$ cat config.mk
export PLATFORM = sky130hd
export DESIGN_NAME = load_store_unit
export DESIGN_NICKNAME = d
export VERILOG_FILES = /design/src/rtl/lsu_pkg.sv /design/src/rtl/lsu_align.sv /design/src/rtl/load_store_unit.sv
export SDC_FILE = /design/constraint.sdc
export NUM_CORES = 1
export LEC_CHECK = 0
export CORE_ASPECT_RATIO = 1.75
export CORE_MARGIN = 2
export CORE_UTILIZATION = 51
export DETAILED_ROUTE_END_ITERATION = 7
export PLACE_DENSITY = 0.95
export SLEW_MARGIN = 20
export SYNTH_ARGS = -nofsm -noshare
export SYNTH_HDL_FRONTEND = slang
export SYNTH_SLANG_ARGS = --single-unit
export TNS_END_PERCENT = 20
$ cat constraint.sdc
create_clock -name clk -period 4.9 [get_ports clk]
set_clock_uncertainty 0.1 [all_clocks]
set_input_delay 0.49 -clock clk [delete_from_list [all_inputs] [get_ports clk]]
set_output_delay 0.49 -clock clk [all_outputs]
set_load 0.005 [all_outputs]
$ cat src/rtl/lsu_pkg.sv
// Shared types and constants for the load/store unit: FSM states, access-size
// encodings and the default data-memory size.
package lsu_pkg;

  typedef enum logic [2:0] {
    IDLE,
    LD_REQ,
    LD_CAP,
    ST_RD,
    ST_MERGE,
    ST_WR,
    RESP
  } lsu_state_e;

  localparam logic [1:0] SZ_BYTE = 2'b00;
  localparam logic [1:0] SZ_HALF = 2'b01;
  localparam logic [1:0] SZ_WORD = 2'b10;

  localparam int unsigned DMEM_BYTES_DEFAULT = 1024;

endpackage

$ cat src/rtl/lsu_align.sv
// Big-endian lane handling: extracts and extends load data, and merges a
// byte/halfword store into the word read back from memory.
module lsu_align
  import lsu_pkg::*;
(
  input  logic [1:0]  size_i,
  input  logic        unsigned_i,
  input  logic [1:0]  offset_i,
  input  logic [31:0] rdata_i,
  input  logic [31:0] wdata_i,
  output logic [31:0] load_o,
  output logic [31:0] merge_o
);

  // Byte k lives at bits [31-8k -: 8], so its right-shift is 8*(3-k).
  logic [4:0]  byte_sh;
  logic [4:0]  half_sh;
  logic [31:0] byte_word;
  logic [31:0] half_word;

  assign byte_sh   = {~offset_i, 3'b000};
  assign half_sh   = {~offset_i[1], 4'b0000};
  assign byte_word = rdata_i >> byte_sh;
  assign half_word = rdata_i >> half_sh;

  always_comb begin
    load_o  = rdata_i;
    merge_o = wdata_i;
    case (size_i)
      SZ_BYTE: begin
        load_o  = {{24{~unsigned_i & byte_word[7]}}, byte_word[7:0]};
        merge_o = (rdata_i & ~(32'h0000_00ff << byte_sh)) | ({24'h0, wdata_i[7:0]} << byte_sh);
      end
      SZ_HALF: begin
        load_o  = {{16{~unsigned_i & half_word[15]}}, half_word[15:0]};
        merge_o = (rdata_i & ~(32'h0000_ffff << half_sh)) | ({16'h0, wdata_i[15:0]} << half_sh);
      end
      default: begin
        load_o  = rdata_i;
        merge_o = wdata_i;
      end
    endcase
  end

endmodule

$ cat src/rtl/load_store_unit.sv
// Load/store unit: one access at a time against a registered-read data memory,
// with read-modify-write for sub-word stores and Moore-registered outputs.
module load_store_unit
  import lsu_pkg::*;
#(
  parameter int unsigned DMEM_BYTES = DMEM_BYTES_DEFAULT
) (
  input  logic        clk,
  input  logic        rst_n,
  input  logic        reqValid,
  output logic        reqReady,
  input  logic        reqWrite,
  input  logic [1:0]  reqSize,
  input  logic        reqUnsigned,
  input  logic [31:0] reqAddr,
  input  logic [31:0] reqWdata,
  output logic        respValid,
  output logic        respErr,
  output logic [31:0] respRdata,
  output logic        memRead,
  output logic        memWrite,
  output logic [31:0] memAddress,
  output logic [31:0] memWriteData,
  input  logic [31:0] memReadData
);

  localparam logic [31:0] LastWord = 32'(DMEM_BYTES - 4);

  lsu_state_e  state_q, state_d;
  logic [1:0]  size_q, off_q;
  logic        uns_q;
  logic [31:0] wdata_q;
  logic        ready_q, ready_d;
  logic        mem_rd_q, mem_rd_d;
  logic        mem_wr_q, mem_wr_d;
  logic [31:0] mem_addr_q, mem_addr_d;
  logic [31:0] mem_wdata_q, mem_wdata_d;
  logic        resp_valid_q, resp_valid_d;
  logic        resp_err_q, resp_err_d;
  logic [31:0] resp_rdata_q, resp_rdata_d;

  logic        accept;
  logic        fault;
  logic [31:0] word_addr;
  logic [31:0] load_data;
  logic [31:0] merge_data;

  assign accept    = reqValid & ready_q;
  assign word_addr = {reqAddr[31:2], 2'b00};
  assign fault     = (reqSize == 2'b11) ||
                     ((reqSize == SZ_HALF) && reqAddr[0]) ||
                     ((reqSize == SZ_WORD) && (reqAddr[1:0] != 2'b00)) ||
                     (word_addr > LastWord);

  lsu_align u_align (
    .size_i     (size_q),
    .unsigned_i (uns_q),
    .offset_i   (off_q),
    .rdata_i    (memReadData),
    .wdata_i    (wdata_q),
    .load_o     (load_data),
    .merge_o    (merge_data)
  );

  always_comb begin
    state_d = state_q;
    unique case (state_q)
      IDLE: begin
        if (accept) begin
          if (fault)                   state_d = RESP;
          else if (!reqWrite)          state_d = LD_REQ;
          else if (reqSize == SZ_WORD) state_d = ST_WR;
          else                         state_d = ST_RD;
        end
      end
      LD_REQ:   state_d = LD_CAP;
      LD_CAP:   state_d = RESP;
      ST_RD:    state_d = ST_MERGE;
      ST_MERGE: state_d = ST_WR;
      ST_WR:    state_d = RESP;
      RESP:     state_d = IDLE;
      default:  state_d = IDLE;
    endcase
  end

  // Outputs are computed from the next state so they line up with it (Moore).
  always_comb begin
    ready_d      = (state_d == IDLE);
    mem_rd_d     = (state_d == LD_REQ) || (state_d == ST_RD);
    mem_wr_d     = (state_d == ST_WR);
    mem_addr_d   = mem_addr_q;
    mem_wdata_d  = mem_wdata_q;
    resp_valid_d = (state_d == RESP);
    resp_err_d   = (state_q == IDLE) && accept && fault;
    resp_rdata_d = (state_q == LD_CAP) ? load_data : 32'h0;
    if ((state_q == IDLE) && accept) begin
      mem_addr_d  = word_addr;
      mem_wdata_d = reqWdata;
    end
    if (state_q == ST_MERGE) begin
      mem_wdata_d = merge_data;
    end
  end

  always_ff @(posedge clk or negedge rst_n) begin
    if (!rst_n) begin
      state_q      <= IDLE;
      size_q       <= SZ_BYTE;
      off_q        <= 2'b00;
      uns_q        <= 1'b0;
      wdata_q      <= 32'h0;
      ready_q      <= 1'b0;
      mem_rd_q     <= 1'b0;
      mem_wr_q     <= 1'b0;
      mem_addr_q   <= 32'h0;
      mem_wdata_q  <= 32'h0;
      resp_valid_q <= 1'b0;
      resp_err_q   <= 1'b0;
      resp_rdata_q <= 32'h0;
    end else begin
      state_q      <= state_d;
      ready_q      <= ready_d;
      mem_rd_q     <= mem_rd_d;
      mem_wr_q     <= mem_wr_d;
      mem_addr_q   <= mem_addr_d;
      mem_wdata_q  <= mem_wdata_d;
      resp_valid_q <= resp_valid_d;
      resp_err_q   <= resp_err_d;
      resp_rdata_q <= resp_rdata_d;
      if ((state_q == IDLE) && accept) begin
        size_q  <= reqSize;
        off_q   <= reqAddr[1:0];
        uns_q   <= reqUnsigned;
        wdata_q <= reqWdata;
      end
    end
  end

  assign reqReady     = ready_q;
  assign memRead      = mem_rd_q;
  assign memWrite     = mem_wr_q;
  assign memAddress   = mem_addr_q;
  assign memWriteData = mem_wdata_q;
  assign respValid    = resp_valid_q;
  assign respErr      = resp_err_q;
  assign respRdata    = resp_rdata_q;

endmodule

# [After elaboration in Yosys (flattened, before gate mapping)]
# Index checks and enable logic that the tools add are counted.
[op_classes] n_addsub=0 multipliers=0 div_mod_pow=0 n_lt_le_gt_ge=1 eq_ne=13 n_shift=6 n_mux=10 bitwise_logic=12 n_reduce_logical=14
[op_table] op="32-bit one-hot mux with 2 select lines" count=2
[op_table] op="32-bit 2-to-1 mux" count=3
[op_table] op="32-bit AND" count=2
[op_table] op="32-bit inverter" count=2
[op_table] op="32-bit OR" count=2
[op_table] op="32-bit by 10-bit greater-than comparator with 1-bit output, second input constant" count=1
[op_table] op="16-bit by 5-bit left shift with 32-bit output" count=1
[op_table] op="16-bit by 5-bit left shift with 32-bit output, first input constant" count=1
[op_table] op="8-bit by 5-bit left shift with 32-bit output" count=1
[op_table] op="8-bit by 5-bit left shift with 32-bit output, first input constant" count=1
[op_table] op="32-bit by 5-bit >> shifter with 16-bit output" count=1
[op_table] op="32-bit by 5-bit >> shifter with 8-bit output" count=1
[op_table] op="3-bit one-hot mux with 5 select lines" count=1
[op_table] op="3-bit equality test, second input constant" count=4
[op_table] op="3-bit 2-to-1 mux" count=4
[op_table] op="3-bit by 2-bit equality test with 1-bit output, second input constant" count=3
[op_table] op="3-bit by 1-bit equality test with 1-bit output, second input constant" count=2
[op_table] op="3-bit zero test" count=2
[op_table] op="2-bit by 1-bit equality test with 1-bit output, second input constant" count=2
[op_table] op="2-bit equality test, second input constant" count=2
[op_table] op="1-bit logical AND" count=4
[op_table] op="1-bit logical OR" count=4
[op_table] op="2-bit nonzero test" count=2
[op_table] op="1-bit AND" count=3
[op_table] op="other kinds (4)" count=5
[totals] ff_bits=139 latchBits=0 mem_bits_rw=0 rom_bits=0 output_inout_bits=101 elab_cells=69 mem_count=0

# [Depth between registers and ports, before layout]
[depth] word_depth=10 mapped_depth=9 mapped_depth_nobuf=4

# [Cells and area by module]
# Synthesis repeated with hierarchy kept, for this count alone.
[unflattened] cells_unflattened=623 hier_area_um2=6911.6
[modules_own_cells] mod="load_store_unit" n_inst=1 cells_per_inst=406 area_per_inst_um2=5489.0
[modules_own_cells] mod="lsu_align" n_inst=1 cells_per_inst=217 area_per_inst_um2=1422.6

# [Least setup slack after synthesis]
# OpenSTA, ideal clock, no wires.
[synth_path] path_kind="reg-to-reg" from="register state_q[0]" to="register mem_wdata_q[4], in the netlist memWriteData[4]" setup_ps=146 arrival_ps=1673 required_ps=4654 setup_slack_ps=2981 path_stages_with_launch=9 n_path_buf=4 synth_period_minus_slack_ps=1919 cell_sequence="dfrtp_1 -> buf_6 -> or2_1 -> buf_6 -> or3_1 -> buf_2 -> buf_6 -> mux2i_1 -> mux2i_1"
[synth_via] elab_chain_cells=3
[synth_rtl] element="start: declaration" line_no="load_store_unit.sv:29" rtl="lsu_state_e state_q, state_d;"
[synth_rtl] element="start signal: assignment" line_no="load_store_unit.sv:121" rtl="state_q <= state_d;"
[synth_rtl] element="3-bit zero test" line_no="load_store_unit.sv:96" rtl="if ((state_q == IDLE) && accept) begin"
[synth_rtl] element="1-bit logical AND" line_no="load_store_unit.sv:96"
[synth_rtl] element="2-bit nonzero test (no source line)"
[synth_rtl] element="end signal: assignment" line_no="load_store_unit.sv:126" rtl="mem_wdata_q <= mem_wdata_d;"
[synth_rtl] element="end: declaration" line_no="load_store_unit.sv:37" rtl="logic [31:0] mem_wdata_q, mem_wdata_d;"
# Parallel ways exist; a longest one is shown, timed or not.
# A chain may end at the register's enable or synchronous reset.

# [Worst setup path after layout]
[layout_path] from="register off_q[1]" to="register resp_rdata_q[19], in the netlist respRdata[19]"
[layout_via] elab_chain_cells=5
[layout_rtl] element="start: declaration" line_no="load_store_unit.sv:30" rtl="logic [1:0] size_q, off_q;"
[layout_rtl] element="start signal: assignment" line_no="load_store_unit.sv:132" rtl="off_q <= reqAddr[1:0];"
[layout_rtl] element="1-bit inverter or 2-bit inverter (tied branches)" line_no="lsu_align.sv:22, lsu_align.sv:21"
[layout_rtl] element="32-bit by 5-bit >> shifter with 16-bit output or 32-bit by 5-bit >> shifter with 8-bit output (tied branches)" line_no="lsu_align.sv:24, lsu_align.sv:23"
[layout_rtl] element="1-bit AND, on equally long branches" line_no="lsu_align.sv:35, lsu_align.sv:31"
[layout_rtl] element="32-bit one-hot mux with 2 select lines *" line_no="lsu_align.sv:29" rtl="case (size_i)"
[layout_rtl] element="32-bit 2-to-1 mux *" line_no="load_store_unit.sv:95" rtl="resp_rdata_d = (state_q == LD_CAP) ? load_data : 32'h0;"
[layout_rtl] element="via resp_rdata_d[19]" line_no="load_store_unit.sv:40" rtl="logic [31:0] resp_rdata_q, resp_rdata_d;"
[layout_rtl] element="end signal: assignment" line_no="load_store_unit.sv:129" rtl="resp_rdata_q <= resp_rdata_d;"
[layout_rtl] element="end: declaration" line_no="load_store_unit.sv:40"
# The timed path passes the listed nets; every way through them passes the cells marked *.

==> results.cfg <==
[synth]
synth_top_area_share = 0.515
yosys.area_share.adder = 0
yosysMostFrequentCell = nand2_1
synth_compound_area_frac = 0.143
synth_warnings = 0
synthArstFlopShare = 1.00
synth_ff_type = dfrtp_1
synth-simple-area-share = 0.215
synth_enable_flop_cells = 0
ys_seq_area_frac = 0.515
synth_commonest_cells = 262 x nand2_1, 139 x dfrtp_1, 42 x mux2i_1, 30 x clkbuf_1, 27 x o21ai_0
ys_ff_latch = 139
synth_top_cell_by_area = dfrtp_1
syn-instance-count = 741
avgSynthCellArea_um2 = 9.11
synth_area_leaders = dfrtp_1 52%, nand2_1 15%, mux2i_1 6.2%, o211ai_1 2.2%, o21ai_0 2.0%
netlist_area_um2 = 6750
synth_mux_area_frac = 0.0723
synth_cell_types = 51
synth_xor_area_frac = 0
synth_top_family_by_area = simple AND/OR/NAND/NOR gates

[worst_setup_path]
crit_end = respRdata[19]
critPathArrivalTime_ns = 3.01
regToRegStartpoint = off_q[1]
crit_fanout = 68
crit_start = off_q[1]
end_kind = flop
worstPathRequired_ns = 5.10
critPathLaunchType = flop
critical_path_class = flop to flop
r2r_end = respRdata[19]
r2r_cells = 4
rrSetupSlack_ns = 2.09

[clocking]
cts_resized = 0
cts-buffers-inserted = 17
root_buffer = clkbuf_16
htreeDepth = 4
insertion_delay_ns = 0.42
clk_path_buf_depth = 2
cts.sinks = 139
hold_buffers = 0
cts_setup_buffers = 0
clkTransAtPathRegs_ns = 0.06
cts_tree = yes

[timing]
report.final.slew_viol_count = 0
hold_viol_final = 0
min_period_ns = 2.81
period_share = 0.574
fmax_mhz = 356
tns_ns = 0
tightest_slew_ns = 1.09
layout_setup_ws_ns = 2.09
report.final.setup_viol = 0
slew_headroom = 0.271
rsz0062_at_grt = no

[global_routing]
grt_pass1_vias = 6388
grt_use_total = 0.292
grt_max_degree = 92
antenna_found_initial = 1
grt_pass1_wl_um = 32400
grt_remaining_overflow = 0

[power]
cellPowerDensity_nw_per_um2 = 636
pwr-share-comb = 0.413
power.leakage_nw = 4.53
irDropWorstVdd_v = 0.000387
seqPwrFrac = 0.361
p_sw_frac = 0.370
intPower_mw = 3.76
switchingPower_mw = 2.21
power_frac_clock = 0.227

[routing]
vias = 6300
first_iter_violations = 602
final_antenna_net_count = 0
route.detailed.drc = 0
routed_wl_um = 20400
wl_per_cell_um = 18.6
drt-pass1-iter-count = 5
vias_per_cell = 5.74

[layout]
multi_input_area_um2 = 2910
final_layout_size_suffix_gt1_frac = 0.0626
areaGrowthSynthToFinish_pct = 39.0
fillers = 930
final_nets = 1017
final-seq-area_um2 = 3480

[placement]
portBuffers = 201
pre_cts_slack_ns = 1.87
routabilityCongestion = 0.948
dp_hpwl_um = 14600

[floorplan]
die_y_um = 156
io_pins = 204
fp-row-count = 55
start_util = 0.522
core_area_um2 = 12900
die_x_um = 91.0
die_area_um2 = 14200

[worst_hold_path]
hold_path.class = input pin to async pin

[run]
drv_cap = 0

[outcome]
status = finished clean
critical path, cell delays in order (launching register included):
cell and delay [ns]:
dfrtp_2 1.08, mux4_2 0.62, o211ai_1 0.51, buf_4 0.27
nand2_1 0.09
area by class of cell:
cell class / instances / share of cell area
diodes: 1 / 0.000267
multi-input cells: 531 / 0.310
flip-flops and latches: 139 / 0.371
repair buffers: 210 / 0.224
clock buffers: 17 / 0.0453
clock inverters: 14 / 0.0208
well taps: 171 / 0.0228
inverters: 15 / 0.00600
sequential cells by signal, indices dropped and copies added (netlist names):
| signal | count |
|---|---|
| memWriteData | 32 |
| respRdata | 32 |
| wdata_q | 32 |
| memAddress | 30 |
| state_q | 3 |
| off_q | 2 |
| size_q | 2 |
| memRead | 1 |
| memWrite | 1 |
| reqReady | 1 |
| respErr | 1 |
| respValid | 1 |
| uns_q | 1 |
per-layer routing:
metal / global-route usage / up-vias / wire, µm
li1: - / 2876 / -
met1: 0.314 / 2989 / 7130
met2: 0.502 / 351 / 10400
met3: 0.0756 / 84 / 1460
met4: 0.201 / 0 / 1390
met5: 0 / - / 0
through the flow:
stage	hold WS (ns)	area [µm²]	total power, mW	util	instances
floorplan	0.0944	6760	3.44	-	742
global placement	0.357	8730	4.47	0.675	1063
detailed placement	0.361	8730	4.56	0.675	1063
CTS	0.0730	9350	5.95	0.723	1094
global route	0.105	9380	6.31	0.725	1098
finish	0.0349	9380	5.97	0.725	1098
kinds of logic after synthesis:
family,count (synthesis)
flops,139
mux,47
buf+inv,72
compound gates,136
simple gates,346
other cells,1
how the worst min path moves through the flow:
stage	startpoint	end	slack [ns]
after floorplan	rst_n	memAddress[10]	0.09
after global placement	memAddress[31]	memAddress[31]	0.36
after detailed placement	memAddress[24]	memAddress[24]	0.36
after CTS	rst_n	memWriteData[4]	0.07
after global routing	rst_n	memWriteData[4]	0.10
final	rst_n	memWriteData[4]	0.03
power by group through the flow:
stage               clock [mW]  sequential, mW  combinational, mW
floorplan                    0            1.93               1.51
global placement             0            2.13               2.34
detailed placement           0            2.13               2.43
CTS                       1.36            2.13               2.45
global route              1.43            2.21               2.67
finish                    1.35            2.15               2.46
placed cells by master (no fill, tap or decap), types with 7 or more instances in the layout:
| master | Yosys | routed |
|---|---|---|
| clkbuf_16 | 0 | 17 |
| dfrtp_1 | 139 | 138 |
| nor3_1 | 17 | 17 |
| mux2i_1 | 42 | 42 |
| o211a_1 | 10 | 10 |
| a31oi_1 | 9 | 9 |
| o21ai_0 | 27 | 27 |
| nor2_1 | 20 | 20 |
| o211ai_1 | 20 | 20 |
| nand3_1 | 8 | 8 |
| a22oi_1 | 11 | 11 |
| nand2_1 | 262 | 262 |
| a21oi_1 | 19 | 19 |
| inv_1 | 15 | 15 |
| nand2b_1 | 7 | 7 |
| clkdlybuf4s50_1 | 0 | 200 |
| a2bb2oi_1 | 8 | 8 |
Note: power is estimated with default switching activity, not from simulation.
